## src/rtl/dc_fu_dma_ar_burst_issuer.sv

```systemverilog
// Fetch-unit DMA read-request side: splits a fetch command into AXI4 INCR AR
// bursts capped at MAX_BURST_LEN beats that never cross a 4 KiB boundary.
module dc_fu_dma_ar_burst_issuer #(
  parameter int ADDR_WIDTH             = 32,
  parameter int FETCH_WORD_COUNT_WIDTH = 16,
  parameter int DATA_BYTES             = 8,
  parameter int MAX_BURST_LEN          = 16
) (
  input  logic                              clk,
  input  logic                              nrst,
  input  logic                              en,
  input  logic                              start_fetch,
  input  logic [ADDR_WIDTH-1:0]             fetch_addr,
  input  logic [FETCH_WORD_COUNT_WIDTH-1:0] fetch_word_count,
  output logic                              busy,
  output logic                              done,
  output logic [ADDR_WIDTH-1:0]             axi_araddr,
  output logic [7:0]                        axi_arlen,
  output logic [2:0]                        axi_arsize,
  output logic [1:0]                        axi_arburst,
  output logic                              axi_arvalid,
  input  logic                              axi_arready
);
  localparam int SZ = $clog2(DATA_BYTES);
  localparam int CW = (FETCH_WORD_COUNT_WIDTH > 13 ? FETCH_WORD_COUNT_WIDTH : 13) + 1;
  localparam logic [ADDR_WIDTH-1:0] ALIGN_MASK = ~ADDR_WIDTH'(DATA_BYTES - 1);

  typedef enum logic [1:0] {IDLE, PRESENT, WAIT} state_t;

  state_t                            state_r, state_nx;
  logic [ADDR_WIDTH-1:0]             addr_r, araddr_r, cur_addr;
  logic [FETCH_WORD_COUNT_WIDTH-1:0] remaining_r, cur_rem;
  logic [7:0]                        arlen_r;
  logic [8:0]                        len;
  logic                              done_r, done_nx, load_cmd, load_next, hs;

  // min(remaining, MAX_BURST_LEN, beats left before the next 4 KiB boundary)
  function automatic logic [8:0] burst_len(input logic [11:0] off,
                                           input logic [FETCH_WORD_COUNT_WIDTH-1:0] rem);
    logic [12:0]   bnd;
    logic [CW-1:0] m;
    bnd = (13'd4096 - {1'b0, off}) >> SZ;
    m   = CW'(MAX_BURST_LEN);
    if (CW'(bnd) < m) m = CW'(bnd);
    if (CW'(rem) < m) m = CW'(rem);
    return 9'(m);
  endfunction

  // addr_r/remaining_r track the burst after the one currently on AR, so the
  // next payload is ready to register on the handshake edge with no bubble.
  assign cur_addr = load_cmd ? (fetch_addr & ALIGN_MASK) : addr_r;
  assign cur_rem  = load_cmd ? fetch_word_count : remaining_r;
  assign len      = burst_len(cur_addr[11:0], cur_rem);
  assign hs       = axi_arvalid && axi_arready;

  always_comb begin
    state_nx  = state_r;
    done_nx   = 1'b0;
    load_cmd  = 1'b0;
    load_next = 1'b0;
    case (state_r)
      IDLE: if (start_fetch && en) begin
        if (fetch_word_count != '0) begin
          load_cmd = 1'b1;
          state_nx = PRESENT;
        end else begin
          done_nx  = 1'b1;
        end
      end
      PRESENT: if (hs) begin
        if (remaining_r == '0) begin
          state_nx = IDLE;
          done_nx  = 1'b1;
        end else if (en) begin
          load_next = 1'b1;
        end else begin
          state_nx  = WAIT;
        end
      end
      WAIT: if (en) begin
        load_next = 1'b1;
        state_nx  = PRESENT;
      end
      default: state_nx = IDLE;
    endcase
  end

  always_ff @(posedge clk or negedge nrst) begin
    if (!nrst) state_r <= IDLE;
    else       state_r <= state_nx;
  end

  always_ff @(posedge clk or negedge nrst) begin
    if (!nrst) begin
      addr_r      <= '0;
      remaining_r <= '0;
      araddr_r    <= '0;
      arlen_r     <= '0;
      done_r      <= 1'b0;
    end else begin
      done_r <= done_nx;
      if (load_cmd || load_next) begin
        araddr_r    <= cur_addr;
        arlen_r     <= 8'(len - 9'd1);
        addr_r      <= cur_addr + (ADDR_WIDTH'(len) << SZ);
        remaining_r <= cur_rem - FETCH_WORD_COUNT_WIDTH'(len);
      end
    end
  end

  assign axi_arvalid = (state_r == PRESENT);
  assign busy        = (state_r != IDLE);
  assign done        = done_r;
  assign axi_araddr  = araddr_r;
  assign axi_arlen   = arlen_r;
  assign axi_arsize  = 3'(SZ);
  assign axi_arburst = 2'b01;

endmodule

```

## config.mk

```make
export PLATFORM = sky130hd
export DESIGN_NAME = dc_fu_dma_ar_burst_issuer
export DESIGN_NICKNAME = d
export VERILOG_FILES = /design/src/rtl/dc_fu_dma_ar_burst_issuer.sv
export SDC_FILE = /design/constraint.sdc
export NUM_CORES = 1
export LEC_CHECK = 0
export CAP_MARGIN = 10
export CORE_MARGIN = 1
export CORE_UTILIZATION = 35
export CTS_CLUSTER_DIAMETER = 150
export DETAILED_ROUTE_END_ITERATION = 12
export GPL_ROUTABILITY_DRIVEN = 0
export HOLD_SLACK_MARGIN = 0.12
export PLACE_DENSITY = 0.64
export SYNTH_ARGS = -nofsm -noshare
export SYNTH_HDL_FRONTEND = slang
export SYNTH_SLANG_ARGS = --single-unit
export TNS_END_PERCENT = 30
```

## constraint.sdc

```tcl
create_clock -name clk -period 8.7 [get_ports clk]
set_input_delay 1.74 -clock clk [delete_from_list [all_inputs] [get_ports clk]]
set_output_delay 1.74 -clock clk [all_outputs]
set_load 0.02 [all_outputs]
```

== Yosys cells after proc, flatten, opt, wreduce, memory -nomap -nowiden ==
Index checks and enable logic that the tools add are counted.
Word-level totals
  bits in registers: 91
  bits in latches: 0
  bits in writable memories: 0
  memory bits (read-only): 0
  bits of input ports: 53
  word-level logic and storage cells: 50
  memories: 0
Operators by class
  add/sub/neg operators: 4
  $mul: 0
  div/mod/pow operators: 0
  order comparisons: 2
  equal/unequal tests: 7
  shifts and indexed selects: 0
  muxes and demuxes: 23
  bitwise logic cells: 0
  reduce and logical (&&, ||, !) cells: 8
Operators with widths (count)
  $add A32 B12 Y32: 1
  $mux W32: 1
  $logic_not A16 Y1: 1
  $lt A16 B10 Y1: 1
  $mux W16: 1
  $reduce_bool A16 Y1: 1
  $sub A16 B9 Y16: 1
  $sub A13 B12 Y13 const A: 1
  $mux W2: 6
  $lt A10 B5 Y1 const B: 1
  $mux W1: 10
  $mux W10: 1
  $mux W9: 1
  $sub A8 B1 Y8 const B: 1
  $ne A2 B2 Y1 const B: 3
  $pmux W2 S3: 1
  $reduce_and A5 Y1: 1
  $pmux W1 S2: 2
  $ne A3 B2 Y1 const B: 1
  $eq A2 B1 Y1 const B: 1
  $eq A2 B2 Y1 const B: 1
  $logic_and A1 B1 Y1: 2
  $logic_not A2 Y1: 1
  $ne A2 B1 Y1 const B: 1
  2 further kinds: 2

== Longest topological paths before layout ==
  depth after elaboration: 11
  depth in mapped cells: 29
  gate-level depth less buffers: 24

== Worst setup path after synthesis ==
No wires, ideal clock.
  path type: input port to flip-flop
  from: input port fetch_word_count[11]
  to: register addr_r[24]
  library setup time: 0.125 ns
  arrival: 7.427 ns
  path slack: 1.148 ns
  stages on the path: 27
  path buffers: 6
  path through: or3_4 or4_4 o21ai_4 buf_6 buf_6 buf_2 buf_1 buf_2 nand2_1 nand2_1 ha_1 nand2_1 nor3_1 a221oi_1 nor2_1 mux2_2 inv_1 ha_1 a21oi_1 o32ai_1 a31oi_1 or4_1 a31oi_1 buf_2 nand4_1 xnor2_1 mux2_2
Between the ends
  cells in the longest elaborated chain, start to end: 11
RTL lines
  start, declared: line 14  | input logic [FETCH_WORD_COUNT_WIDTH-1:0] fetch_word_count,
  $reduce_bool A16 Y1: line 63  | if (fetch_word_count != '0) begin
  $mux W1: line 63
  $mux W1: line 62  | IDLE: if (start_fetch && en) begin
  $mux W1: line 61  | case (state_r)
  $mux W32: line 51  | assign cur_addr = load_cmd ? (fetch_addr & ALIGN_MASK) : addr_r;
  $sub A13 B12 Y13: line 42  | bnd = (13'd4096 - {1'b0, off}) >> SZ;
  $lt A10 B5 Y1: line 44  | if (CW'(bnd) < m) m = CW'(bnd);
  $mux W10: line 44
  $lt A16 B10 Y1: line 45  | if (CW'(rem) < m) m = CW'(rem);
  $mux W9: line 45
  $add A32 B12 Y32: line 105  | addr_r <= cur_addr + (ADDR_WIDTH'(len) << SZ);
  end signal, assigned: line 105
  end, declared: line 31  | logic [ADDR_WIDTH-1:0] addr_r, araddr_r, cur_addr;
Parallel ways exist; a longest one is shown, timed or not.
A chain may end at the register's enable or synchronous reset.

== Worst setup path in the final report ==
  from: input port fetch_word_count[2]
  to: register addr_r[30]
Same word-level chain as after synthesis.

==> metrics.sh <==
DRTPASS1ITERATIONS=5
NFILLCELLS=1916
POST_DRT_VIA_CELL_RATIO=5.45
SYNTH_UNIQUE_CELLS=79
CTS_TREE='yes'
WORSTPATHREQUIRED_PS=8910
TIMING.CLOCK.SKEW_PS=7.87
NUMBER_OF_GLOBAL_ROUTE_VIAS_BEFORE_REPAIR=6087
DETAIL_ROUTE.WL_PER_CELL_UM=16.7
WORST-PATH-MAX-FANOUT=16
FF2FF_SETUP_SLACK_PS=2750
FINAL-SEQ-AREA_UM2=2200
YOSYS_MOST_USED_DFF='dfrtp_1'
SYNTHSIMPLEGATEAREAFRAC_PCT=22.1
FINALHOLDVIOLCOUNT=0
FMAXACHIEVABLE_GHz=0.126
SYNTHADDERAREAFRAC_PCT=5.09
NUMBER_OF_ANTENNA_VIOLATIONS_AT_THE_FIRST_CHECK_IN_GLOBAL_ROUTING=0
CTS_MAX_LEVEL=3
FIN_CRIT_SH_PCT=90.9
GRT_REMAINING_OVERFLOW=0
DOMINANT_COMBINATIONAL_CELL_FAMILY_BY_AREA_AFTER_SYNTHESIS='simple AND/OR/NAND/NOR gates'
CTSHOLDBUFFERS=0
INITIALDRTVIOLATIONCOUNT=416
TIMING.CRITICAL_PATH.SLOWEST_STAGE_CELL='o21ai_4'
LAYOUT_COMMONEST_CELL='nand2_1'
SLOWEST_DELAY_PS=600
VDD_DROP_MAX_mV=0.172
GRT_START_MAX_NET_PINS=66
CPLARGESTDELAYFAMILY='compound AO/OA/AOI/OAI gates'
MAPPEDNETLISTAREA_UM2=6830
MOST-COMMON-LAYOUT-CELLS='nand2_1, clkdlybuf4s50_1, dfrtp_1'
POST_SYNTHESIS_SHARE_OF_CELL_AREA_SPENT_ON_XOR_AND_XNOR_GATES_PCT=8.72
CRITICAL_PATH.N_BUFFERS_INVERTERS=4
SLEW_VIOLATIONS=0
RSZ0062_AT_GRT='false'
DETAIL-ROUTE-ANTENNA-NETS=0
YS_ASYNC_SR_FRACTION_PCT=100
DPL.HPWL_UM=14600
FLOORPLAN.ROWS=50
CLKLATENCYLATEPIN_PS=350
CHIPHEIGHT_UM=142
DRC_VIOLATIONS=0
MAXCAPVIOLCOUNT=0
SYNTH.FF_LATCH_COUNT=88
CTS-ROOT-BUF='clkbuf_16'
TOTAL_NEGATIVE_SETUP_SLACKS_PS=0
N_DIODES=0
CTS.CLK_SLEW.WORST_PATHS_PS=70
MULTI_INPUT_COMB_AREA_UM2=4340
CTS.REPAIR.RESIZED=0
AREA_DELTA_SYNTH_FINAL_PCT=23.2
CLOCK_TREE.BUFFER_DEPTH=2
FINALINSTANCEAREA_UM2=8410
YS_SEQ_AREA_SHARE_PCT=32.3
EFFECTIVE_UTILIZATION_AT_FLOORPLAN_PCT=36.1
RUN_STATUS='finished clean'
TOP_LEVEL_PORTS=101
FP.DIEAREA_UM2=20100
DIE_W_UM=142
WORSTMARGINPINSLEW_PS=854
FINISH.NET_COUNT=987
START_KIND='primary input'
SYNTH.MUX.AREA_FRACTION_PCT=8.92
POWER_DENSITY_nW_PER_UM2=340
ROUTED-VIA-COUNT=6402
CTS_POST_SETUP_BUFFERS_INSERTED=0
DETAILED_PLACE.AREA_UM2=8110
GRT_PASS1_WL_UM=32200
PORT_BUFFERS=92
TIMING.MAX_SLEW.REL_SLACK_PCT=43.1
SETUP.WORST_PATH.END_CLASS='flop'
WORST_EP_ARRIVAL_TIME_PS=8120
SYNTH_COMPOUND_GATE_AREA_SHARE_PCT=17.9
CTS-BUFFERS-INSERTED=9
POST_ROUTE_CELLS_DRIVE_ABOVE_1_SHARE_PCT=9.62
GRT.TOTAL_USAGE_PCT=20.4
WARNING_COUNT_FROM_THE_YOSYS_RUN=0
CELL_COUNT_AFTER_SYNTHESIS=817
POST_SYNTH.CELL_AREA_AVG_UM2=8.36
SYNTH_ENABLE_FLOP_CELLS=0
START_TO_END_TYPE_OF_THE_WORST_SETUP_PATH='in -> reg'
TOTAL_LEAKAGE_POWER_nW=3.51
TIMING.FINAL.CRIT_PERIOD_PS=7910
REPORT.POWER.TOTAL_mW=2.86
FP.COREAREA_UM2=18900
CTS.SINKS=88
POSTROUTEWIRELENGTH_UM=19700
ENDPOINTS_FAILING_SETUP=0
HOLD_REMOVAL_PATH_CLASS='reg -> reg'
-- per-layer routing --
metal / vias to the layer above / GRT usage, % / share of wire, %
met3: 36 / 3.98 / 6.7
met4: 0 / 6.40 / 2.0
li1: 3116 / - / -
met1: 3006 / 28.3 / 46
met2: 244 / 32.0 / 45
met5: - / 0 / 0
-- report_power, final --
group          internal [mW]  leakage, nW  total, mW  switching, mW
sequential             0.600         1.05      0.764          0.164
combinational          0.725         2.32       1.69          0.963
clock                  0.233        0.140      0.408          0.175
total                   1.56         3.51       2.86           1.30
-- kinds of logic after synthesis --
family,after synthesis
other,2
xor gates and xnor gates,68
DFF,88
adders and majority gates,28
muxes,58
buffers and inverters,72
AOI/OAI and AO/OA,176
and+or+nand+nor,325
-- worst reg2reg max path, cell delays in order (launching register included) --
cell       delay, ps
dfrtp_1          410
or4_1            690
o21ai_0          290
nand3_1          170
mux2i_1          290
inv_1            200
ha_1             340
a21o_1           190
a21oi_1          160
o211a_1          170
o2111ai_1        150
nand2_2          130
buf_4            220
nor2_1            70
a21oi_1          310
ha_1             200
o21ai_0          120
o32ai_1          260
a31oi_1          130
or4_1            460
a31oi_2          250
buf_4            230
nand4_1          110
xor2_1           170
mux2i_1          100
-- flip-flops by register name (all words and copies together) (netlist names) --
register and count:
addr_r 32, axi_araddr 29, remaining_r 16, axi_arlen 8
state_r 2, done 1
-- cell usage after synthesis, types with 7 or more instances --
cell type / n / area share (%)
xnor2_1: 31 / 4.0
and2_1: 8 / 0.73
a31oi_1: 25 / 2.3
a21oi_1: 45 / 3.3
nor4_1: 11 / 1.0
and3_1: 10 / 0.92
nand4_1: 18 / 1.6
nand2_1: 122 / 6.7
clkbuf_1: 23 / 1.3
dfrtp_1: 88 / 32
xor2_1: 37 / 4.7
mux2_2: 9 / 1.5
o21ai_0: 38 / 2.8
ha_1: 23 / 4.2
buf_1: 7 / 0.38
or3_1: 7 / 0.64
buf_4: 8 / 0.88
a211oi_1: 7 / 0.77
mux2i_1: 46 / 6.7
buf_2: 7 / 0.51
nor3_1: 13 / 0.95
inv_1: 21 / 1.2
nor2_1: 78 / 4.3
nand3_1: 34 / 2.5
a221oi_1: 7 / 0.90
-- metrics by stage --
stage	setup WS, ps	std cells	hold WS (ps)	util [%]
after detailed placement	575	1159	474	42.9
final	789	1175	487	44.5
after CTS	919	1175	496	44.5
after global placement	694	1159	478	42.9
after global routing	619	1175	515	44.5
after floorplan	1150	825	464	-
-- layout make-up --
cell class,instances,area share (%)
Timing Repair Buffer,123,13.7
Clock buffer,11,2.88
Multi-Input combinational cell,665,51.6
Sequential cell,88,26.2
Inverter,23,1.03
Tap cell,260,3.87
Clock inverter,5,0.758
-- path summary, 6_finish.rpt --
path | startpoint | end | depth (start not counted)
worst max-delay path | fetch_word_count[2] | addr_r[30]$_DFFE_PN0P_ | 25
worst min-delay path | axi_arlen[2]$_DFFE_PN0P_ | axi_arlen[2]$_DFFE_PN0P_ | 2
worst max register to register | addr_r[3]$_DFFE_PN0P_ | addr_r[30]$_DFFE_PN0P_ | 24
worst min register to register | axi_arlen[2]$_DFFE_PN0P_ | axi_arlen[2]$_DFFE_PN0P_ | 2
max in group asynchronous | nrst | remaining_r[4]$_DFFE_PN0P_ | 2
min in group asynchronous | nrst | axi_araddr[14]$_DFFE_PN0P_ | 1
Note: power is estimated with default switching activity, not from simulation.
